## config.mk

```make
export PLATFORM = sky130hd
export DESIGN_NAME = register_file_unit
export DESIGN_NICKNAME = d
export VERILOG_FILES = /design/src/rtl/register_file_unit_pkg.sv /design/src/rtl/register_file_unit_pair_incrementer.sv /design/src/rtl/register_file_unit.sv
export SDC_FILE = /design/constraint.sdc
export NUM_CORES = 1
export LEC_CHECK = 0
export ABC_AREA = 1
export CORE_UTILIZATION = 55
export DETAILED_ROUTE_END_ITERATION = 8
export PLACE_DENSITY = 0.83
export SLEW_MARGIN = 5
export SYNTH_ARGS = -nofsm -noshare
export SYNTH_HDL_FRONTEND = slang
export SYNTH_SLANG_ARGS = --single-unit
export TNS_END_PERCENT = 1
```

## constraint.sdc

```tcl
create_clock -name clk -period 6.63 [get_ports clk]
set_clock_uncertainty 0.05 [all_clocks]
set_input_delay 1.989 -clock clk [delete_from_list [all_inputs] [get_ports clk]]
set_output_delay 1.989 -clock clk [all_outputs]
set_load 0.005 [all_outputs]
```

## src/rtl/register_file_unit_pkg.sv

```systemverilog
`default_nettype none
// ============================================================================
// Module      : register_unit_pkg
// Description : Shared opcodes, FSM states, register/pair indices and the
//               pair index helpers for register_file_unit.
// Revision    : 1.0 - initial parametrised release
// ============================================================================
package register_unit_pkg;

    typedef enum logic [1:0] {
        OP_NONE    = 2'd0,
        OP_LD      = 2'd1,
        OP_PAIR_LD = 2'd2,
        OP_INC     = 2'd3
    } op_e;

    typedef enum logic [1:0] {
        IDLE   = 2'd0,
        SETTLE = 2'd1,
        DONE   = 2'd2
    } state_e;

    localparam int REG_A  = 0;
    localparam int REG_B  = 1;
    localparam int REG_C  = 2;
    localparam int REG_D  = 3;
    localparam int REG_M1 = 4;
    localparam int REG_M2 = 5;
    localparam int REG_X  = 6;
    localparam int REG_Y  = 7;

    localparam int PAIR_M  = 0;
    localparam int PAIR_XY = 1;

    // Pairs occupy the top 2*pair_count registers, hi byte at the even slot.
    function automatic int pair_hi_idx(input int num_regs, input int pair_count, input int p);
        return num_regs - 2 * pair_count + 2 * p;
    endfunction

    function automatic int pair_lo_idx(input int num_regs, input int pair_count, input int p);
        return pair_hi_idx(num_regs, pair_count, p) + 1;
    endfunction

endpackage
`default_nettype wire

```

## src/rtl/register_file_unit_pair_incrementer.sv

```systemverilog
`default_nettype none
// ============================================================================
// Module      : pair_incrementer
// Description : Combinational word incrementer, wraps to zero, no carry out.
// Revision    : 1.0 - initial release
// ============================================================================
module pair_incrementer #(
    parameter int WIDTH = 16
) (
    input  logic [WIDTH-1:0] i_value,
    output logic [WIDTH-1:0] o_result
);

    assign o_result = i_value + WIDTH'(1);

endmodule
`default_nettype wire

```

## src/rtl/register_file_unit.sv

```systemverilog
`default_nettype none
// ============================================================================
// Module      : register_file_unit
// Description : Byte register bank with 16-bit pairs, pair load/increment and
//               a busy/done write handshake. Define RELAY_SETTLE_EN to model
//               multi-cycle relay settle; otherwise writes commit on accept.
// Revision    : 1.0 - initial parametrised release
// ============================================================================
module register_file_unit
    import register_unit_pkg::*;
#(
    parameter int DATA_W        = 8,
    parameter int NUM_REGS      = 8,
    parameter int PAIR_COUNT    = 2,
    parameter int SETTLE_CYCLES = 2
) (
    input  logic                                                 clk,
    input  logic                                                 reset,
    input  logic                                                 ld_req,
    input  logic [$clog2(NUM_REGS)-1:0]                          ld_sel,
    input  logic [DATA_W-1:0]                                    ld_data,
    input  logic                                                 pair_ld_req,
    input  logic                                                 inc_req,
    input  logic [((PAIR_COUNT > 1) ? $clog2(PAIR_COUNT) : 1)-1:0] pair_sel,
    input  logic [2*DATA_W-1:0]                                  pair_data,
    output logic                                                 busy,
    output logic                                                 done,
    input  logic [$clog2(NUM_REGS)-1:0]                          rd_sel,
    output logic [DATA_W-1:0]                                    rd_data,
    output logic [2*DATA_W-1:0]                                  pair_rd_data,
    output logic [DATA_W-1:0]                                    alu_b,
    output logic [DATA_W-1:0]                                    alu_c
);

    localparam int c_sel_w  = $clog2(NUM_REGS);
    localparam int c_psel_w = (PAIR_COUNT > 1) ? $clog2(PAIR_COUNT) : 1;
    localparam int c_word_w = 2 * DATA_W;

    logic [DATA_W-1:0]   r_regs [NUM_REGS];

    op_e                 w_req_op;
    logic [c_sel_w-1:0]  w_req_sel;
    logic [c_psel_w-1:0] w_req_psel;
    logic [c_word_w-1:0] w_req_data;

    op_e                 w_cmd_op;
    logic [c_sel_w-1:0]  w_cmd_sel;
    logic [c_psel_w-1:0] w_cmd_psel;
    logic [c_word_w-1:0] w_cmd_data;
    logic                w_commit;

    logic [c_sel_w-1:0]  w_cmd_hi;
    logic [c_sel_w-1:0]  w_cmd_lo;
    logic                w_cmd_sel_ok;
    logic                w_cmd_pair_ok;
    logic [c_word_w-1:0] w_inc_src;
    logic [c_word_w-1:0] w_inc_res;

    logic [c_sel_w-1:0]  w_rd_hi;
    logic [c_sel_w-1:0]  w_rd_lo;
    logic                w_rd_sel_ok;
    logic                w_rd_pair_ok;

    // Fixed priority; losing requests are simply dropped.
    always_comb begin
        w_req_op   = OP_NONE;
        w_req_sel  = ld_sel;
        w_req_psel = pair_sel;
        w_req_data = '0;
        if (pair_ld_req) begin
            w_req_op   = OP_PAIR_LD;
            w_req_data = pair_data;
        end else if (inc_req) begin
            w_req_op   = OP_INC;
        end else if (ld_req) begin
            w_req_op   = OP_LD;
            w_req_data = {{DATA_W{1'b0}}, ld_data};
        end
    end

`ifdef RELAY_SETTLE_EN
    localparam int c_settle = (SETTLE_CYCLES < 1) ? 1 : SETTLE_CYCLES;
    localparam int c_cnt_w  = $clog2(c_settle + 1);

    state_e              r_state;
    logic [c_cnt_w-1:0]  r_cnt;
    logic                r_busy;
    logic                r_done;
    op_e                 r_op;
    logic [c_sel_w-1:0]  r_sel;
    logic [c_psel_w-1:0] r_psel;
    logic [c_word_w-1:0] r_data;

    assign w_cmd_op   = r_op;
    assign w_cmd_sel  = r_sel;
    assign w_cmd_psel = r_psel;
    assign w_cmd_data = r_data;
    assign w_commit   = (r_state == SETTLE) && (r_cnt == c_cnt_w'(c_settle));

    always_ff @(posedge clk or posedge reset) begin
        if (reset) begin
            r_state <= IDLE;
            r_cnt   <= '0;
            r_busy  <= 1'b0;
            r_done  <= 1'b0;
            r_op    <= OP_NONE;
            r_sel   <= '0;
            r_psel  <= '0;
            r_data  <= '0;
        end else begin
            r_done <= 1'b0;
            case (r_state)
                IDLE: begin
                    if (w_req_op != OP_NONE) begin
                        r_op    <= w_req_op;
                        r_sel   <= w_req_sel;
                        r_psel  <= w_req_psel;
                        r_data  <= w_req_data;
                        r_cnt   <= c_cnt_w'(1);
                        r_busy  <= 1'b1;
                        r_state <= SETTLE;
                    end
                end
                SETTLE: begin
                    if (w_commit) begin
                        r_busy  <= 1'b0;
                        r_done  <= 1'b1;
                        r_state <= DONE;
                    end else begin
                        r_cnt <= r_cnt + c_cnt_w'(1);
                    end
                end
                DONE:    r_state <= IDLE;
                default: r_state <= IDLE;
            endcase
        end
    end

    assign busy = r_busy;
    assign done = r_done;
`else
    logic r_done;

    assign w_cmd_op   = w_req_op;
    assign w_cmd_sel  = w_req_sel;
    assign w_cmd_psel = w_req_psel;
    assign w_cmd_data = w_req_data;
    assign w_commit   = (w_req_op != OP_NONE);

    always_ff @(posedge clk or posedge reset) begin
        if (reset) begin
            r_done <= 1'b0;
        end else begin
            r_done <= w_commit;
        end
    end

    assign busy = 1'b0;
    assign done = r_done;
`endif

    assign w_cmd_sel_ok  = int'(w_cmd_sel) < NUM_REGS;
    assign w_cmd_pair_ok = int'(w_cmd_psel) < PAIR_COUNT;
    assign w_cmd_hi      = c_sel_w'(pair_hi_idx(NUM_REGS, PAIR_COUNT, int'(w_cmd_psel)));
    assign w_cmd_lo      = c_sel_w'(pair_lo_idx(NUM_REGS, PAIR_COUNT, int'(w_cmd_psel)));
    assign w_inc_src     = w_cmd_pair_ok ? {r_regs[w_cmd_hi], r_regs[w_cmd_lo]} : '0;

    pair_incrementer #(
        .WIDTH (c_word_w)
    ) u_pair_incrementer (
        .i_value  (w_inc_src),
        .o_result (w_inc_res)
    );

    always_ff @(posedge clk or posedge reset) begin
        if (reset) begin
            for (int i = 0; i < NUM_REGS; i++) begin
                r_regs[i] <= '0;
            end
        end else if (w_commit) begin
            case (w_cmd_op)
                OP_LD: begin
                    if (w_cmd_sel_ok) begin
                        r_regs[w_cmd_sel] <= w_cmd_data[DATA_W-1:0];
                    end
                end
                OP_PAIR_LD: begin
                    if (w_cmd_pair_ok) begin
                        r_regs[w_cmd_hi] <= w_cmd_data[c_word_w-1:DATA_W];
                        r_regs[w_cmd_lo] <= w_cmd_data[DATA_W-1:0];
                    end
                end
                OP_INC: begin
                    if (w_cmd_pair_ok) begin
                        r_regs[w_cmd_hi] <= w_inc_res[c_word_w-1:DATA_W];
                        r_regs[w_cmd_lo] <= w_inc_res[DATA_W-1:0];
                    end
                end
                default: ;
            endcase
        end
    end

    assign w_rd_sel_ok  = int'(rd_sel) < NUM_REGS;
    assign w_rd_pair_ok = int'(pair_sel) < PAIR_COUNT;
    assign w_rd_hi      = c_sel_w'(pair_hi_idx(NUM_REGS, PAIR_COUNT, int'(pair_sel)));
    assign w_rd_lo      = c_sel_w'(pair_lo_idx(NUM_REGS, PAIR_COUNT, int'(pair_sel)));

    assign rd_data      = w_rd_sel_ok ? r_regs[rd_sel] : '0;
    assign pair_rd_data = w_rd_pair_ok ? {r_regs[w_rd_hi], r_regs[w_rd_lo]} : '0;
    assign alu_b        = r_regs[c_sel_w'(REG_B)];
    assign alu_c        = r_regs[c_sel_w'(REG_C)];

endmodule
`default_nettype wire

```

==> results of run 1 <==
[layer usage]
layer / global-route usage [%] / up-vias / wire length [um]
li1: - / 2525 / -
met1: 44.7 / 2542 / 6230
met2: 55.0 / 349 / 7360
met3: 5.61 / 70 / 1580
met4: 18.8 / 0 / 790
met5: 0 / - / 0
[cells by family (layout without fill, tap and decap cells)]
group           count (synthesis)  count (layout)  share of synthesized area, %
compound gates                170             170                          20.5
xor+xnor                        5               5                         0.875
fa+ha+maj                       1               1                         0.250
buf+inv                       122             164                          12.0
flops                          65              65                          32.5
mux                             1               1                         0.225
other cells                     1               1                        0.0749
simple gates                  370             370                          33.5
[layout make-up]
type | instances | area [um^2] | area share, %
multi-input combinational | 548 | 2780 | 47.7
sequential | 65 | 1630 | 27.9
timing repair buffer | 82 | 813 | 14.0
inverter | 66 | 253 | 4.34
clock buffer | 12 | 165 | 2.84
tap | 108 | 135 | 2.32
clock inverter | 4 | 50.0 | 0.860
[metrics by stage]
stage	power, mW	hold slack (ns)
after floorplan	0.844	0.409
after global placement	1.01	0.418
after detailed placement	1.02	0.424
after CTS	1.39	0.441
after global routing	1.47	0.470
final	1.39	0.440
[synth_stat cells (all sizes together)]
library cell  instances  share of area (%)
a21oi                41                4.1
a221oi                1               0.17
a31oi                11                1.4
a32oi                 1               0.17
buf                  41                5.9
clkbuf               15                1.1
conb                  1              0.075
dfrtp                65                 32
ha                    1               0.25
inv                  66                5.0
mux2                  1               0.22
nand2               230                 18
nand3                55                6.0
nand4                20                2.5
nor2                 60                5.4
nor3                  1               0.10
nor4                  4                1.7
o2111ai              10                1.7
o211ai               28                4.2
o21a                  6               0.90
o21ai                70                7.5
o221ai                2               0.35
xnor2                 1               0.17
xor2                  4               0.70
[power by group through the flow]
stage	Sequential, mW	Combinational, mW	Clock (mW)
floorplan	0.522	0.322	0
global placement	0.541	0.464	0
detailed placement	0.544	0.477	0
CTS	0.537	0.480	0.370
global route	0.546	0.535	0.387
finish	0.539	0.485	0.369
[final timing paths]
check                      startpoint                    endpoint  slack [ns]
min in group asynchronous       reset  asynchronous set/reset pin        2.17
max in group asynchronous       reset  asynchronous set/reset pin        3.79
max                         rd_sel[1]                  rd_data[5]        0.32
max reg2reg                 flip-flop                   flip-flop        4.71
min reg2reg                 flip-flop                   flip-flop        0.44
min                         flip-flop                   flip-flop        0.44
==> metrics.txt, run 1 <==
# TYPE chip_impl_metric gauge
chip_impl_metric{name="relative_slew_slack",unit="%"} 39.2
chip_impl_metric{name="critical_path_buf_inv_count",unit=""} 2
chip_impl_metric{name="placed_area",unit="um^2"} 5610
chip_impl_metric{name="top_fanout_value_on_the_critical_path",unit=""} 18
chip_impl_metric{name="number_of_buffer_cells_added_on_primary_ports",unit=""} 76
chip_impl_metric{name="maximum_number_of_pins_on_one_net_before_global_route_repair",unit=""} 66
chip_impl_metric{name="die_x",unit="um"} 97.4
chip_impl_metric{name="drv_slew",unit=""} 0
chip_impl_metric{name="area_growth_syn_to_layout",unit="%"} 16.3
chip_impl_metric{name="design.core.area",unit="um^2"} 8760
chip_impl_metric{name="p_int",unit="mW"} 0.890
chip_impl_metric{name="ys_seq_elements",unit=""} 65
chip_impl_metric{name="dr_total_vias",unit=""} 5486
chip_impl_metric{name="synthCells",unit=""} 735
chip_impl_info{name="status",value="finished clean"} 1
chip_impl_info{name="slowest_stage",value="clkdlybuf4s50_1"} 1
chip_impl_metric{name="post-route-util",unit="%"} 66.4
chip_impl_metric{name="postSynthAreaPerCell",unit="um^2"} 6.81
chip_impl_metric{name="finalWorstPathRequiredPeriod",unit="ns"} 6.31
chip_impl_metric{name="cts_buffers",unit=""} 9
chip_impl_metric{name="insertedDiodeCount",unit=""} 0
chip_impl_metric{name="gp_congestion",unit=""} 0.975
chip_impl_metric{name="fin_ws",unit="ns"} 0.318
chip_impl_metric{name="clock.fmax",unit="MHz"} 158
chip_impl_metric{name="post-dp-hpwl",unit="um"} 11100
chip_impl_metric{name="finish.instance_area",unit="um^2"} 5820
chip_impl_metric{name="route.detailed.drc",unit=""} 0
chip_impl_metric{name="cts_resized",unit=""} 0
chip_impl_metric{name="synth.net_count",unit=""} 772
chip_impl_metric{name="yosysUniqueCellTypes",unit=""} 38
chip_impl_metric{name="arrival",unit="ns"} 4.27
chip_impl_metric{name="wl",unit="um"} 16000
chip_impl_metric{name="hold_viol_final",unit=""} 0
chip_impl_metric{name="first_global_vias",unit=""} 5230
chip_impl_metric{name="first_pass_iters",unit=""} 8
chip_impl_info{name="mostFrequentLayoutCells",value="222 x nand2_1, 75 x clkdlybuf4s50_1, 65 x dfrtp_1, 62 x inv_1, 55 x o21ai_0"} 1
chip_impl_metric{name="top_level_port_count",unit=""} 78
chip_impl_metric{name="yosys_warnings",unit=""} 0
chip_impl_metric{name="clock_sinks",unit=""} 65
chip_impl_metric{name="final.setup.tns",unit="ns"} 0
chip_impl_metric{name="postCtsHoldBufs",unit=""} 0
chip_impl_metric{name="ir_worst_vdd",unit="mV"} 0.109
chip_impl_metric{name="net-switching-power",unit="mW"} 0.503
chip_impl_metric{name="initial_core_util",unit="%"} 57.1
chip_impl_metric{name="combinationalPowerShare",unit="%"} 34.8
chip_impl_metric{name="chipHeight",unit="um"} 97.4
chip_impl_metric{name="placedCellCount",unit=""} 869
chip_impl_info{name="setup.worst_path.start_class",value="input pin"} 1
chip_impl_metric{name="power_frac_clock",unit="%"} 26.5
chip_impl_metric{name="seqPwrFrac",unit="%"} 38.7
chip_impl_info{name="grt_setup_unrepaired",value="false"} 1
chip_impl_metric{name="global_route_wire_length_before_repair",unit="um"} 26000
chip_impl_metric{name="worst_hold_path.num_cells",unit=""} 1
chip_impl_metric{name="fin_nets",unit=""} 809
chip_impl_info{name="layout.cells.most_common",value="nand2_1"} 1
chip_impl_metric{name="grt_remaining_overflow",unit=""} 0
chip_impl_metric{name="sw_frac_of_total",unit="%"} 36.1
chip_impl_metric{name="cts.path.max_buffers",unit=""} 2
chip_impl_metric{name="row_count",unit=""} 34
chip_impl_info{name="criticalPathCategory",value="input pin to output port"} 1
chip_impl_metric{name="layout_worst_path_cycle_share",unit="%"} 95.2
chip_impl_metric{name="drive_above_1_share",unit="%"} 7.34
chip_impl_metric{name="detail-route-antenna-nets",unit=""} 0
chip_impl_metric{name="cp.required",unit="ns"} 4.59
chip_impl_metric{name="share_of_the_yosys_chip_area_belonging_to_registers",unit="%"} 32.5
chip_impl_metric{name="clk_pin_slew",unit="ns"} 0.07
chip_impl_metric{name="fillerInstances",unit=""} 755
chip_impl_metric{name="critical_path_depth",unit=""} 6
chip_impl_metric{name="initial_antenna_violation_count",unit=""} 0
chip_impl_info{name="critPathCaptureType",value="output port"} 1
chip_impl_metric{name="post-place-ws",unit="ns"} 0.404
chip_impl_info{name="timing.critical_path.cells",value="clkdlybuf4s50_1, o21ai_0, o21ai_0, nor2_1, a31oi_1, clkdlybuf4s50_1"} 1
chip_impl_metric{name="grt_util_all_layers",unit="%"} 34.5
chip_impl_metric{name="setup_viol",unit=""} 0
chip_impl_metric{name="avgViaCountPerCell",unit=""} 6.20
chip_impl_info{name="tritoncts_clock_tree",value="yes"} 1
chip_impl_metric{name="max-cap-violations",unit=""} 0
chip_impl_metric{name="worst-slew-pin-transition",unit="ns"} 0.905
chip_impl_metric{name="drt-initial-drc-count",unit=""} 645
chip_impl_metric{name="ff2ff_path_depth",unit=""} 9
chip_impl_metric{name="number_of_levels_in_the_clock_h_tree",unit=""} 3
chip_impl_metric{name="cts_setup_buffers",unit=""} 0
chip_impl_metric{name="die-area",unit="um^2"} 9490
chip_impl_metric{name="p_leak",unit="nW"} 2.52
chip_impl_metric{name="routed_wire_length_per_instance",unit="um"} 18.0
chip_impl_info{name="cts_root_buffer",value="clkbuf_8"} 1
chip_impl_metric{name="max_stage_delay",unit="ns"} 0.87
chip_impl_metric{name="post_layout_nonfiller_instances",unit=""} 885
chip_impl_info{name="critical_path.top_delay_family",value="buffers and inverters"} 1
chip_impl_info{name="min-delay-path-class",value="flip-flop to flip-flop"} 1
chip_impl_metric{name="worstSkewPairLatency",unit="ns"} 0.35
chip_impl_metric{name="syn_area",unit="um^2"} 5010
chip_impl_metric{name="power_density",unit="nW/um^2"} 239
No activity file was read; power rests on OpenSTA's default activity.
==> run 2: changes to the inputs <==
CORE_ASPECT_RATIO = 0.8   (was default)
SLEW_MARGIN = 20   (was 5)
==> run 2 against run 1 <==
  * Critical path type unchanged
  * Total power up 8.8%
  * Via count up 1.4%
  * Combinational power is 2% higher
  * Largest cell class unchanged
  * Maximum frequency up 2.1%
  * Flip-flop and latch count unchanged
  * Die area about the same
  * Critical path depth stayed put
  * Non-clock buffer count increased by 3
  * Worst hold slack improved by 0.0033 ns
  * Core utilization rose by 1.7 points
  * Highest routed layer unchanged
  * Clock power is 27% higher
==> metrics.txt, run 2 (synthesis gave the netlist of run 1 again) <==
# TYPE chip_impl_metric gauge
chip_impl_metric{name="dr_total_vias",unit=""} 5562
chip_impl_metric{name="post-route-util",unit="%"} 68.2
chip_impl_info{name="cts_root_buffer",value="clkbuf_16"} 1
chip_impl_metric{name="wl",unit="um"} 17000
chip_impl_metric{name="layout_worst_path_cycle_share",unit="%"} 93.2
chip_impl_metric{name="fin_nets",unit=""} 812
chip_impl_metric{name="arrival",unit="ns"} 4.14
chip_impl_info{name="slowest_stage",value="clkdlybuf4s50_1"} 1
chip_impl_metric{name="top_level_port_count",unit=""} 78
chip_impl_info{name="status",value="finished clean"} 1
chip_impl_metric{name="worst_hold_path.num_cells",unit=""} 1
chip_impl_metric{name="cp.required",unit="ns"} 4.59
chip_impl_info{name="critical_path.top_delay_family",value="buffers and inverters"} 1
chip_impl_info{name="setup.worst_path.start_class",value="input pin"} 1
chip_impl_metric{name="cts.path.max_buffers",unit=""} 2
chip_impl_metric{name="top_fanout_value_on_the_critical_path",unit=""} 16
chip_impl_info{name="criticalPathCategory",value="input pin to output port"} 1
chip_impl_metric{name="finish.instance_area",unit="um^2"} 5910
chip_impl_metric{name="cts_setup_buffers",unit=""} 0
chip_impl_metric{name="fin_ws",unit="ns"} 0.448
chip_impl_metric{name="p_leak",unit="nW"} 2.57
chip_impl_metric{name="area_growth_syn_to_layout",unit="%"} 18.1
chip_impl_metric{name="whs",unit="ns"} 0.443
chip_impl_metric{name="ff2ff_path_depth",unit=""} 9
chip_impl_metric{name="finalWorstPathRequiredPeriod",unit="ns"} 6.18
chip_impl_metric{name="setup_viol",unit=""} 0
chip_impl_metric{name="clk_pin_slew",unit="ns"} 0.05
chip_impl_metric{name="maximum_number_of_pins_on_one_net_before_global_route_repair",unit=""} 66
chip_impl_info{name="grt_setup_unrepaired",value="false"} 1
chip_impl_metric{name="max-cap-violations",unit=""} 0
chip_impl_metric{name="relative_slew_slack",unit="%"} 35.6
chip_impl_info{name="layout.cells.most_common",value="nand2_1"} 1
chip_impl_metric{name="net-switching-power",unit="mW"} 0.540
chip_impl_metric{name="first_pass_iters",unit=""} 7
chip_impl_metric{name="route.detailed.drc",unit=""} 0
chip_impl_metric{name="drt-initial-drc-count",unit=""} 786
chip_impl_metric{name="sw_frac_of_total",unit="%"} 35.6
chip_impl_metric{name="ir_worst_vdd",unit="mV"} 0.284
chip_impl_metric{name="insertedDiodeCount",unit=""} 0
chip_impl_metric{name="drv_slew",unit=""} 0
chip_impl_metric{name="cts_resized",unit=""} 0
chip_impl_metric{name="cts_buffers",unit=""} 9
chip_impl_metric{name="number_of_levels_in_the_clock_h_tree",unit=""} 3
chip_impl_metric{name="grt_remaining_overflow",unit=""} 0
chip_impl_metric{name="seqPwrFrac",unit="%"} 36.4
chip_impl_info{name="mostFrequentLayoutCells",value="222 x nand2_1, 75 x clkdlybuf4s50_1, 65 x dfrtp_1, 62 x inv_1, 55 x o21ai_0"} 1
chip_impl_metric{name="drive_above_1_share",unit="%"} 7.32
chip_impl_metric{name="worst-slew-pin-transition",unit="ns"} 0.960
chip_impl_info{name="min-delay-path-class",value="flip-flop to flip-flop"} 1
chip_impl_metric{name="critical_path_buf_inv_count",unit=""} 3
chip_impl_metric{name="final.setup.tns",unit="ns"} 0
chip_impl_info{name="timing.critical_path.cells",value="clkdlybuf4s50_1, inv_1, a21oi_1, o21ai_0, a31oi_1, clkdlybuf4s50_1"} 1
chip_impl_metric{name="p_int",unit="mW"} 0.975
chip_impl_info{name="timing.critical_path.mode_cell",value="clkdlybuf4s50_1"} 1
chip_impl_metric{name="first_global_vias",unit=""} 4967
chip_impl_metric{name="initial_antenna_violation_count",unit=""} 0
chip_impl_metric{name="post-dp-hpwl",unit="um"} 12100
chip_impl_metric{name="routed_wire_length_per_instance",unit="um"} 19.0
chip_impl_metric{name="postCtsHoldBufs",unit=""} 0
chip_impl_metric{name="worstSkewPairLatency",unit="ns"} 0.34
chip_impl_metric{name="die_x",unit="um"} 109
chip_impl_metric{name="detail-route-antenna-nets",unit=""} 0
chip_impl_metric{name="max_stage_delay",unit="ns"} 0.76
chip_impl_metric{name="placed_area",unit="um^2"} 5630
chip_impl_metric{name="clock_sinks",unit=""} 65
chip_impl_metric{name="global_route_wire_length_before_repair",unit="um"} 26200
chip_impl_metric{name="rrSetupSlack",unit="ns"} 4.66
chip_impl_metric{name="combinationalPowerShare",unit="%"} 32.7
chip_impl_metric{name="power_frac_clock",unit="%"} 30.9
chip_impl_metric{name="gp_congestion",unit=""} 1.03
chip_impl_metric{name="fillerInstances",unit=""} 743
chip_impl_metric{name="number_of_buffer_cells_added_on_primary_ports",unit=""} 76
chip_impl_metric{name="row_count",unit=""} 30
chip_impl_metric{name="grt_util_all_layers",unit="%"} 37.0
chip_impl_metric{name="die-area",unit="um^2"} 9490
chip_impl_metric{name="chipHeight",unit="um"} 87.3
chip_impl_info{name="tritoncts_clock_tree",value="yes"} 1
chip_impl_info{name="critPathCaptureType",value="output port"} 1
chip_impl_metric{name="power_density",unit="nW/um^2"} 256
chip_impl_metric{name="initial_core_util",unit="%"} 57.7
chip_impl_metric{name="hold_viol_final",unit=""} 0
chip_impl_metric{name="avgViaCountPerCell",unit=""} 6.24
chip_impl_metric{name="clock.fmax",unit="MHz"} 162
chip_impl_metric{name="design.core.area",unit="um^2"} 8670
chip_impl_metric{name="post-place-ws",unit="ns"} 0.499
[run 2: cell count changes in the layout (fill, tap and decap cells not counted)]
cell	before	now
clkbuf_8	12	0
clkbuf_16	0	9
buf_4	5	8
clkbuf_1	0	2
clkinv_2	1	3
clkinvlp_4	2	0
[run 2: area by class of cell]
type,count,area [um^2],area share [%]
clock buffers,11,233,3.94
clock inverters,4,45.0,0.762
inverters,66,253,4.28
multi-input cells,548,2780,47.0
flip-flops and latches,65,1630,27.5
well taps,112,140,2.37
repair buffers,85,836,14.1
[run 2: per-stage QoR]
stage               power, mW  instances
floorplan               0.844        735
global placement         1.02        876
detailed placement       1.03        876
CTS                      1.50        891
global route             1.58        891
finish                   1.52        891
[run 2: routing by layer]
metal  track usage, %  routed length [um]  vias up
li1                 -                   -     2532
met1             51.9                6950     2561
met2             53.2                7060      414
met3             12.0                2490       55
met4             13.3                 451        0
met5                0                   0        -
[run 2: worst max-delay path by stage]
stage | cells after the start | end | startpoint
final | 6 | rd_data[3] | rd_sel[1]
after global routing | 6 | rd_data[2] | rd_sel[1]
after CTS | 6 | rd_data[3] | rd_sel[1]
after detailed placement | 6 | rd_data[3] | rd_sel[1]
after global placement | 6 | rd_data[3] | rd_sel[1]
after floorplan | 6 | rd_data[5] | rd_sel[1]
[run 2: worst reg2reg max path: cells and delay by family, from the launching register on]
kind          cells  cell delay, ns
simple gates      7            0.92
xor+xnor          1            0.22
flops             1            0.36
fa+ha+maj         1            0.27
[run 2: power groups by stage]
stage,clock (mW),combinational [mW],sequential [mW]
after detailed placement,0,0.484,0.551
final,0.469,0.496,0.551
after floorplan,0,0.322,0.522
after CTS,0.469,0.488,0.546
after global routing,0.486,0.542,0.556
after global placement,0,0.470,0.549
==> run 3: changes to the inputs <==
DONT_BUFFER_PORTS = 1   (was default)
PLACE_DENSITY = 0.72   (was 0.83)
==> run 3 against run 2 <==
  * Setup slack improved by 1.1 ns
  * Register-to-register slack improved by 0.06 ns
  * Sequential share of layout area rose by 4.2 points
  * Worst hold slack got worse by 0.0063 ns
  * Clock power rose by 11%
  * Largest power group unchanged
==> metrics.txt, run 3 (synthesis gave the netlist of run 1 again) <==
# TYPE chip_impl_metric gauge
chip_impl_metric{name="maximum_number_of_pins_on_one_net_before_global_route_repair",unit=""} 90
chip_impl_metric{name="grt_remaining_overflow",unit=""} 0
chip_impl_metric{name="global_route_wire_length_before_repair",unit="um"} 25300
chip_impl_metric{name="final.setup.tns",unit="ns"} 0
chip_impl_metric{name="initial_antenna_violation_count",unit=""} 0
chip_impl_info{name="tritoncts_clock_tree",value="yes"} 1
chip_impl_metric{name="p_int",unit="mW"} 0.931
chip_impl_metric{name="placed_area",unit="um^2"} 4810
chip_impl_metric{name="top_fanout_value_on_the_critical_path",unit=""} 41
chip_impl_metric{name="clock_sinks",unit=""} 65
chip_impl_metric{name="avgViaCountPerCell",unit=""} 6.33
chip_impl_metric{name="insertedDiodeCount",unit=""} 0
chip_impl_info{name="cts_root_buffer",value="clkbuf_16"} 1
chip_impl_metric{name="post-dp-hpwl",unit="um"} 11900
chip_impl_info{name="critPathCaptureType",value="output port"} 1
chip_impl_metric{name="detail-route-antenna-nets",unit=""} 0
chip_impl_metric{name="area_growth_syn_to_layout",unit="%"} 2.57
chip_impl_info{name="min-delay-path-class",value="flip-flop to flip-flop"} 1
chip_impl_metric{name="design.core.area",unit="um^2"} 8670
chip_impl_metric{name="row_count",unit=""} 30
chip_impl_metric{name="drive_above_1_share",unit="%"} 7.32
chip_impl_metric{name="hold_viol_final",unit=""} 0
chip_impl_metric{name="grt_util_all_layers",unit="%"} 36.4
chip_impl_metric{name="clk_pin_slew",unit="ns"} 0.05
chip_impl_metric{name="fillerInstances",unit=""} 790
chip_impl_metric{name="clock.fmax",unit="MHz"} 198
chip_impl_metric{name="net-switching-power",unit="mW"} 0.500
chip_impl_metric{name="chipHeight",unit="um"} 87.3
chip_impl_metric{name="layout_worst_path_cycle_share",unit="%"} 76.3
chip_impl_metric{name="fin_nets",unit=""} 729
chip_impl_metric{name="dr_total_vias",unit=""} 5121
chip_impl_info{name="criticalPathCategory",value="input pin to output port"} 1
chip_impl_metric{name="cts_buffers",unit=""} 9
chip_impl_info{name="layout.cells.most_common",value="nand2_1"} 1
chip_impl_metric{name="arrival",unit="ns"} 3.02
chip_impl_metric{name="routed_wire_length_per_instance",unit="um"} 20.2
chip_impl_metric{name="p_leak",unit="nW"} 2.26
chip_impl_metric{name="drt-initial-drc-count",unit=""} 589
chip_impl_metric{name="initial_core_util",unit="%"} 57.7
chip_impl_info{name="status",value="finished clean"} 1
chip_impl_metric{name="power_frac_clock",unit="%"} 36.5
chip_impl_metric{name="post_layout_nonfiller_instances",unit=""} 809
chip_impl_metric{name="worstSkewPairLatency",unit="ns"} 0.34
chip_impl_metric{name="cts_resized",unit=""} 0
chip_impl_metric{name="setup_viol",unit=""} 0
chip_impl_metric{name="top_level_port_count",unit=""} 78
chip_impl_metric{name="sw_frac_of_total",unit="%"} 34.9
chip_impl_metric{name="first_global_vias",unit=""} 4666
chip_impl_metric{name="die-area",unit="um^2"} 9490
chip_impl_metric{name="number_of_buffer_cells_added_on_primary_ports",unit=""} 0
chip_impl_metric{name="ir_worst_vdd",unit="mV"} 0.155
chip_impl_metric{name="route.detailed.drc",unit=""} 0
chip_impl_info{name="cp-startpoint",value="rd_sel[0]"} 1
chip_impl_metric{name="drv_slew",unit=""} 0
chip_impl_metric{name="gp_congestion",unit=""} 1.01
chip_impl_metric{name="worst-slew-pin-transition",unit="ns"} 0.878
chip_impl_metric{name="finalWorstPathRequiredPeriod",unit="ns"} 5.06
chip_impl_metric{name="finish.instance_area",unit="um^2"} 5130
chip_impl_metric{name="number_of_levels_in_the_clock_h_tree",unit=""} 3
chip_impl_metric{name="wl",unit="um"} 16300
chip_impl_metric{name="first_pass_iters",unit=""} 5
chip_impl_info{name="setup.worst_path.start_class",value="input pin"} 1
chip_impl_metric{name="seqPwrFrac",unit="%"} 38.9
chip_impl_metric{name="combinationalPowerShare",unit="%"} 24.6
chip_impl_metric{name="postCtsHoldBufs",unit=""} 0
chip_impl_metric{name="relative_slew_slack",unit="%"} 40.9
chip_impl_metric{name="cts.path.max_buffers",unit=""} 2
chip_impl_metric{name="placedCellCount",unit=""} 793
chip_impl_metric{name="die_x",unit="um"} 109
chip_impl_metric{name="cts_setup_buffers",unit=""} 0
chip_impl_metric{name="max-cap-violations",unit=""} 0
chip_impl_metric{name="power_density",unit="nW/um^2"} 279
chip_impl_info{name="mostFrequentLayoutCells",value="222 x nand2_1, 65 x dfrtp_1, 62 x inv_1, 55 x o21ai_0, 53 x nand3_1"} 1
chip_impl_metric{name="cp.required",unit="ns"} 4.59
chip_impl_info{name="grt_setup_unrepaired",value="false"} 1
-- run 3: cell count changes in the layout (fill, tap and decap cells not counted) --
cell | before | now
clkdlybuf4s50_1 | 75 | 0
buf_4 | 8 | 2
buf_12 | 1 | 0
buf_2 | 1 | 0
bufinv_16 | 1 | 2
clkbuf_1 | 2 | 1
clkbuf_8 | 0 | 1
clkinv_2 | 3 | 2
clkinv_4 | 0 | 1
-- run 3: routing by layer --
| metal | part of all wire [%] | GRT usage, % | vias up |
|---|---|---|---|
| met2 | 43 | 52.8 | 339 |
| met3 | 12 | 10.6 | 36 |
| met5 | 0 | 0 | - |
| met4 | 3.2 | 15.4 | 0 |
| met1 | 42 | 50.5 | 2373 |
| li1 | - | - | 2373 |
-- run 3: worst paths after layout --
path	to	slack, ns	cells after the start
max in group asynchronous	asynchronous set/reset pin	4.23	2
setup / recovery	rd_data[4]	1.57	5
hold reg to reg	flip-flop	0.44	1
hold / removal	flip-flop	0.44	1
min in group asynchronous	asynchronous set/reset pin	1.74	2
setup reg to reg	flip-flop	4.72	9
-- run 3: worst max-delay path, stage by stage --
cell and delay, ns:
inv_1 0.46, nor2_1 0.08, o21ai_0 0.17, nor2_1 0.06
a31oi_1 0.25
-- run 3: final cells by class --
cell class              instances  area [um^2]  area share (%)
clock buffers                  11          243            4.73
clock inverters                 5         78.8            1.54
inverters                      66          253            4.92
multi-input cells             548         2780            54.1
flip-flops and latches         65         1630            31.7
well taps                     112          140            2.73
repair buffers                  2         15.0           0.292
-- run 3: through the flow --
stage               total power [mW]  hold slack [ns]  worst slack, ns  util, %
finish                          1.43            0.437             1.57     59.2
global route                    1.50            0.453             1.45     59.2
CTS                             1.42            0.437             1.62     59.2
detailed placement             0.904            0.425             1.61     55.5
global placement               0.892            0.421             1.68     55.5
floorplan                      0.844            0.409             1.71        -
-- run 3: power by group through the flow --
stage / registers [mW] / clock network [mW] / logic, mW
5_1_grt: 0.564 / 0.541 / 0.391
4_1_cts: 0.554 / 0.523 / 0.346
6_report: 0.557 / 0.522 / 0.352
2_1_floorplan: 0.522 / 0 / 0.322
3_3_place_gp: 0.558 / 0 / 0.334
3_5_place_dp: 0.559 / 0 / 0.345
